[config.mk]
export PLATFORM = sky130hd
export DESIGN_NAME = maxpool_flatten
export DESIGN_NICKNAME = d
export VERILOG_FILES = /design/src/rtl/maxpool_flatten.sv
export SDC_FILE = /design/constraint.sdc
export NUM_CORES = 1
export LEC_CHECK = 0
export CAP_MARGIN = 10
export CORE_ASPECT_RATIO = 0.9
export CORE_MARGIN = 3
export CORE_UTILIZATION = 55
export DETAILED_ROUTE_END_ITERATION = 6
export DONT_BUFFER_PORTS = 1
export PLACE_DENSITY = 0.7
export SYNTH_ARGS = -nofsm -noshare
export SYNTH_HDL_FRONTEND = slang
export SYNTH_SLANG_ARGS = --single-unit
[constraint.sdc]
create_clock -name clock -period 7.23 [get_ports clock]
set_input_delay 1.446 -clock clock [delete_from_list [all_inputs] [get_ports clock]]
set_output_delay 1.446 -clock clock [all_outputs]
set_load 0.02 [all_outputs]
[src/rtl/maxpool_flatten.sv]
// maxpool_flatten: streaming 2x2 binary max-pool (OR) that flattens a raster feature map into data_out.
// Define MAXPOOL_FLATTEN_ERR_EN to add a sticky err output that flags pixels offered while holding.
module maxpool_flatten #(
  parameter int IMG_W = 28,
  parameter int IMG_H = 28,
  parameter int NUM_OUTPUTS = (IMG_W/2)*(IMG_H/2)
) (
  input  logic                   clock,
  input  logic                   reset,
  input  logic                   clear,
  input  logic                   pixel_in,
  input  logic                   pixel_valid,
  output logic                   pixel_ready,
  output logic [NUM_OUTPUTS-1:0] data_out,
  output logic                   out_valid,
  input  logic                   out_ack
`ifdef MAXPOOL_FLATTEN_ERR_EN
  ,
  output logic                   err
`endif
);
  localparam int CW = $clog2(IMG_W);
  localparam int RW = $clog2(IMG_H);
  localparam int OW = $clog2(NUM_OUTPUTS);
  typedef enum logic {COLLECT, HOLD} state_t;
  state_t state, state_next;
  logic [CW-1:0] col;
  logic [RW-1:0] row;
  logic [IMG_W/2-1:0] line_buf;
  logic held;
  logic accept, last_col, last_row, flush;
  logic [CW-2:0] lb_idx;
  logic [OW-1:0] out_idx;
  assign accept   = pixel_valid && pixel_ready;
  assign last_col = col == CW'(IMG_W-1);
  assign last_row = row == RW'(IMG_H-1);
  assign flush    = clear || (state == HOLD && out_ack);
  assign lb_idx   = col[CW-1:1];
  assign out_idx  = OW'(row >> 1) * OW'(IMG_W/2) + OW'(col >> 1);
  always_ff @(posedge clock or negedge reset)
    if (!reset) state <= COLLECT;
    else state <= state_next;
  always_comb
    state_next = clear ? COLLECT :
                 state == COLLECT ? ((accept && last_col && last_row) ? HOLD : COLLECT) :
                 (out_ack ? COLLECT : HOLD);
  always_comb begin
    pixel_ready = state == COLLECT;
    out_valid   = state == HOLD;
  end
  // even rows fold column pairs into line_buf; odd rows finish the 2x2 window into data_out
  always_ff @(posedge clock or negedge reset)
    if (!reset) begin
      col      <= '0;
      row      <= '0;
      line_buf <= '0;
      held     <= 1'b0;
      data_out <= '0;
    end else if (flush) begin
      col      <= '0;
      row      <= '0;
      line_buf <= '0;
      held     <= 1'b0;
      data_out <= '0;
    end else if (accept) begin
      col <= last_col ? '0 : col + 1'b1;
      row <= !last_col ? row : last_row ? '0 : row + 1'b1;
      if (!row[0]) line_buf[lb_idx] <= col[0] ? (line_buf[lb_idx] | pixel_in) : pixel_in;
      else if (!col[0]) held <= pixel_in;
      else data_out[out_idx] <= line_buf[lb_idx] | held | pixel_in;
    end
`ifdef MAXPOOL_FLATTEN_ERR_EN
  always_ff @(posedge clock or negedge reset)
    if (!reset) err <= 1'b0;
    else if (clear) err <= 1'b0;
    else if (state == HOLD && pixel_valid) err <= 1'b1;
`endif
endmodule

Word-level counts from Yosys, hierarchy flattened:

Cells that the tools add are included.
W data, S select, Z words.

* muxes and demuxes: 31
* reduce and logical (&&, ||, !) cells: 15
* $lt $le $gt $ge: 4
* multipliers: 1
* equality and inequality tests: 4
* add/sub/neg operators: 3
* bitwise gates (word level): 4

Operators with widths (count)
* $mux W196: 4
* $bwmux W196: 1
* $mux W14: 3
* $mux W5: 7
* $bwmux W14: 1
* $mux W1: 12
* $add A5 B1 Y5 const B: 2
* $eq A5 B5 Y1 const B: 2
* $lt A8 B9 Y1 const B: 1
* $add A8 B4 Y8: 1
* $demux W1 S8: 1
* $ge A8 B1 Y1 const B: 1
* $reduce_bool A2 Y1: 4
* $mul A4 B3 Y7 const B: 1
* $logic_and A1 B1 Y1: 6
* $reduce_and A3 Y1: 2
* $lt A4 B5 Y1 const B: 1
* $bmux W1 S4: 1
* $demux W1 S4: 1
* $ge A4 B1 Y1 const B: 1
* $ne A2 B1 Y1 const B: 2
* $reduce_and A2 Y1: 2
* $or A1 B1 Y1: 3
* $logic_or A1 B1 Y1: 1
* $not A1 Y1: 1

* register bits: 222
* output and inout port bits: 198

Longest topological paths before layout:

* depth in word-level cells: 11
* mapped depth: 13

Least setup slack after synthesis:

No wires, ideal clock.

* kind: reg2reg
* from: register row[2]
* to: register data_out[12]
* required time: 7095 ps
* clock period less this slack: 3640 ps
* library setup time: 135 ps
* cell stages (with the launch flop): 14
* slack: 3590 ps
* arrival time: 3505 ps
* path through: dfrtp_1 inv_1 fa_1 inv_1 ha_1 fa_1 clkbuf_1 or4b_4 nor3_4 a21oi_1 buf_2 buf_2 o311ai_0 o21ai_1

* cells in the longest elaborated chain, start to end: 11

Ends and longest elaborated chain
* start: declaration: RTL line 28 `logic [RW-1:0] row;`
* start signal: assignment: RTL line 67 `row <= !last_col ? row : last_row ? '0 : row + 1'b1;`
* $mul A4 B3 Y7 (*): RTL line 39 `assign out_idx = OW'(row >> 1) * OW'(IMG_W/2) + OW'(col >> 1);`
* $add A8 B4 Y8 (*): RTL line 39
* $lt A8 B9 Y1 (implied by the code) / $ge A8 B1 Y1 (equally long branches): RTL line 70 `else data_out[out_idx] <= line_buf[lb_idx] | held | pixel_in;`
* $logic_and A1 B1 Y1 (implied by the code): RTL line 70
* $mux W1 (implied by the code): RTL line 70
* $demux W1 S8 (*): RTL line 70
* $bwmux W196 (*): RTL line 70
* $mux W196 (*): RTL line 69 `else if (!col[0]) held <= pixel_in;`
* $mux W196 (*): RTL line 68 `if (!row[0]) line_buf[lb_idx] <= col[0] ? (line_buf[lb_idx] | pixel_in) : pixel_in;`
* $mux W196 (*): RTL line 65 `end else if (accept) begin`
* $mux W196 (*): RTL line 59 `end else if (flush) begin`
* end signal: indexed assignment: RTL line 70
* end: declaration: RTL line 14 `output logic [NUM_OUTPUTS-1:0] data_out,`

Mark *: on every way between the ends. The rest lies on a longest branch, timed or not. The select of a mux whose other input is x is not followed.
A chain may end at the register's enable or synchronous reset.

Final worst setup path:

* from: register row[2]
* to: register data_out[10]

Same word-level chain as after synthesis.

==> results.sh <==
export IMPL_status="finished clean"
export IMPL_post_cts_resized=0
export IMPL_drt_first_pass_iters=5
export IMPL_final_period_utilization=0.655
export IMPL_final_max_slew_viol_count=0
export IMPL_cpMaxStageDelayCell="sky130_fd_sc_hd__nand3_2"
export IMPL_clockRootBuffer="sky130_fd_sc_hd__clkbuf_16"
export IMPL_drc_errors=0
export IMPL_routed_via_count=8483
export IMPL_fillers=1488
export IMPL_number_of_global_route_vias_before_repair=8095
export IMPL_postSynthRegisterBits=222
export IMPL_port_buffers=0
export IMPL_fin_worst_skew_ns=0.0302
export IMPL_hold_ws_ns=0.530
export IMPL_post_route_min_period_ns=4.73
export IMPL_initial_core_util=0.569
export IMPL_antenna_left=0
export IMPL_design_die_area_um2=21000
export IMPL_core_area_um2=18700
export IMPL_synth_avg_cell_area_um2=10.6
export IMPL_fin_setup_tns_ns=0
export IMPL_num_antenna_cells=0
export IMPL_maxCapViolCount=0
export IMPL_total_switching_power_mw=0.619
export IMPL_grt_max_degree=223
export IMPL_report_final_setup_viol=0
export IMPL_tritoncts_buffers=24
export IMPL_clock_power_share=0.472
export IMPL_synth_seq_area_share=0.522
export IMPL_setup_repair_after_global_routing_missed_its_margin="false"
export IMPL_hold_class="register to register"
export IMPL_global_route_usage_total=0.296
export IMPL_worstSetupStartpointType="register"
export IMPL_ys_warnings_count=0
export IMPL_fp_dieW_um=153
export IMPL_clk_insertion_delay_late_ns=0.53
export IMPL_cell_with_the_most_instances_after_synthesis="sky130_fd_sc_hd__dfrtp_1"
export IMPL_power_ir_vdd_worst_v=0.000128
export IMPL_maxSlewHeadroom=0.262
export IMPL_synth_top_area_cell="sky130_fd_sc_hd__dfrtp_1"
export IMPL_synthTopCellsByCount="sky130_fd_sc_hd__dfrtp_1, sky130_fd_sc_hd__o311ai_0, sky130_fd_sc_hd__o21ai_0"
export IMPL_synth_net_count=1028
export IMPL_leakage_nw=4.44
export IMPL_cp_data_required_time_ns=7.62
export IMPL_grt_pass1_wl_mm=49.5
export IMPL_hpwl_mm=20.0
export IMPL_vias_per_cell=7.10
export IMPL_avgRoutedWirePerCell_um=27.0
export IMPL_multi_input_area_um2=4510
export IMPL_yosysUniqueCellTypes=64
export IMPL_top_level_ports=204
export IMPL_cts_repair_timing_setup_buffer_count=0
export IMPL_finalWirelength_mm=32.2
export IMPL_seqPwrFrac=0.478
export IMPL_critical_path_peak_fanout=52
export IMPL_cts_max_path_buffers=3
export IMPL_synthTopCellsByArea="sky130_fd_sc_hd__dfrtp_1, sky130_fd_sc_hd__o311ai_0, sky130_fd_sc_hd__o21ai_0, sky130_fd_sc_hd__o21ai_1, sky130_fd_sc_hd__o211ai_1"
export IMPL_critPathArrivalTime_ns=5.12
export IMPL_drive_above_1_share=0.0811
export IMPL_clock_sinks=222
export IMPL_cts_tree="built"
export IMPL_drt_initial_drc_count=854
export IMPL_swShare=0.236
export IMPL_combPwrFrac=0.050
export IMPL_cts_clk_slew_worst_paths_ns=0.06
export IMPL_final_util=0.605
export IMPL_fin_nets=956
export IMPL_die_outline_height_um=138
export IMPL_ctsHtreeMaxLevel=1
export IMPL_seqCellArea_um2=5560
export IMPL_synthFlopType="sky130_fd_sc_hd__dfrtp_1"
export IMPL_area_growth_pct=6.41
export IMPL_p_int_mw=2.01
export IMPL_crit_path_end_kind="register"
export IMPL_grt_antenna_before_repair=0
export IMPL_timing_worst_slew_pin_value_ns=1.11
export IMPL_grt_overflow_total=0
export IMPL_achievable_frequency_mhz=211
export IMPL_number_of_synthesized_flops_with_an_enable_pin=0
export IMPL_crit_path_cell_trace="inv_1, fa_1, inv_1, ha_1, fa_1, o21ai_2, xnor2_1, nand3_2, o311ai_0, o21ai_0"
export IMPL_hold_viol_final=0
export IMPL_crit_type="register to register"
export IMPL_gp_congestion=0.892
export IMPL_rows=47
export IMPL_post_synth_instance_area_um2=10600
export IMPL_asyncSetResetFlopFracSynth=1.00
export IMPL_pwr_density_cell_nw_per_um2=232
export IMPL_cts_hold_fix_buffers=0
export IMPL_worst_path_largest_cell_delay_ns=0.94
export IMPL_synth_top_cell_area_share=0.522
export IMPL_syn_inst=1004
## path summary, 6_finish.rpt
path / from / to / slack, ns / cells past startpoint
worst max-delay path: row[2]$_DFFE_PN0P_ / data_out[10]$_DFFE_PN0P_ / 2.50 / 10
min in group asynchronous: reset / data_out[99]$_DFFE_PN0P_ / 0.64 / 0
worst min register to register: held$_DFFE_PN0P_ / held$_DFFE_PN0P_ / 0.53 / 2
worst min-delay path: held$_DFFE_PN0P_ / held$_DFFE_PN0P_ / 0.53 / 2
max in group asynchronous: reset / data_out[85]$_DFFE_PN0P_ / 6.00 / 0
worst max register to register: row[2]$_DFFE_PN0P_ / data_out[10]$_DFFE_PN0P_ / 2.50 / 10
## power by group through the flow
stage | logic, mW | registers (mW) | clock network, mW
floorplan | 0.0912 | 1.27 | 0
global placement | 0.126 | 1.28 | 0
detailed placement | 0.128 | 1.28 | 0
CTS | 0.128 | 1.25 | 1.25
global route | 0.143 | 1.25 | 1.30
finish | 0.132 | 1.25 | 1.24
## cells by family (layout without fill, tap and decap cells)
logic type                 after synthesis  after routing  synth area share
AOI/OAI and AO/OA                      464            464             0.297
DFF                                    222            222             0.522
and+or+nand+nor                        156            156            0.0805
buffers and inverters                  125             71            0.0560
adders and majority gates               18             18            0.0247
muxes                                   11             11            0.0118
xor gates and xnor gates                 8              8           0.00800
## registers in the layout, summed over array words and instances, names as in the netlist
signal,cells
out_valid,1
data_out,196
held,1
row,5
line_buf,14
col,5
## per-stage QoR
stage / setup slack, ns / std cells / instance area, um2 / total power, mW
after global placement: 2.72 / 1150 / 10500 / 1.40
after CTS: 2.59 / 1194 / 11300 / 2.64
after global routing: 2.06 / 1195 / 11300 / 2.69
after floorplan: 3.59 / 1004 / 10600 / 1.36
after detailed placement: 2.63 / 1150 / 10500 / 1.40
final: 2.50 / 1195 / 11300 / 2.63
## critical path: cells and delay by family (launching register included)
kind	cells	cell delay [ns]
AND/OR/NAND/NOR	1	0.94
XOR/XNOR	1	0.49
adder cells (fa/ha/maj)	3	1.46
flip-flops	1	0.50
buffers and inverters	2	0.17
AO/OA/AOI/OAI	3	1.03
## cell type report
cell class              count  share of cell area
well taps                 245              0.0271
repair buffers             12             0.00796
multi-input cells         657               0.398
inverters                  15             0.00498
clock inverters             8             0.00918
clock buffers              36              0.0615
flip-flops and latches    222               0.491
## layer usage
metal  wire length, um  track usage
met5                 0            0
met2             13800        0.429
met4               782       0.0811
met3              3910        0.119
met1             13700        0.415
## cells in the final DEF, fill, tap and decap left out, types with 5 or more instances in the layout
master / count
sky130_fd_sc_hd__o21ai_1: 92
sky130_fd_sc_hd__nor2b_1: 7
sky130_fd_sc_hd__o211ai_1: 59
sky130_fd_sc_hd__o31a_1: 6
sky130_fd_sc_hd__or2_1: 15
sky130_fd_sc_hd__nand4_1: 9
sky130_fd_sc_hd__clkbuf_1: 7
sky130_fd_sc_hd__clkbuf_8: 5
sky130_fd_sc_hd__clkbuf_16: 24
sky130_fd_sc_hd__ha_1: 13
sky130_fd_sc_hd__o21ai_2: 8
sky130_fd_sc_hd__o311ai_0: 130
sky130_fd_sc_hd__a311oi_1: 12
sky130_fd_sc_hd__nor3_1: 6
sky130_fd_sc_hd__fa_1: 5
sky130_fd_sc_hd__o21ai_0: 96
sky130_fd_sc_hd__a21oi_1: 33
sky130_fd_sc_hd__nor2_1: 18
sky130_fd_sc_hd__mux2i_1: 8
sky130_fd_sc_hd__xnor2_1: 5
sky130_fd_sc_hd__buf_4: 12
sky130_fd_sc_hd__dfrtp_1: 222
sky130_fd_sc_hd__inv_1: 15
sky130_fd_sc_hd__nand3_1: 22
sky130_fd_sc_hd__nand2_1: 34
sky130_fd_sc_hd__nand2b_1: 13
Note: power is estimated with default switching activity, not from simulation.
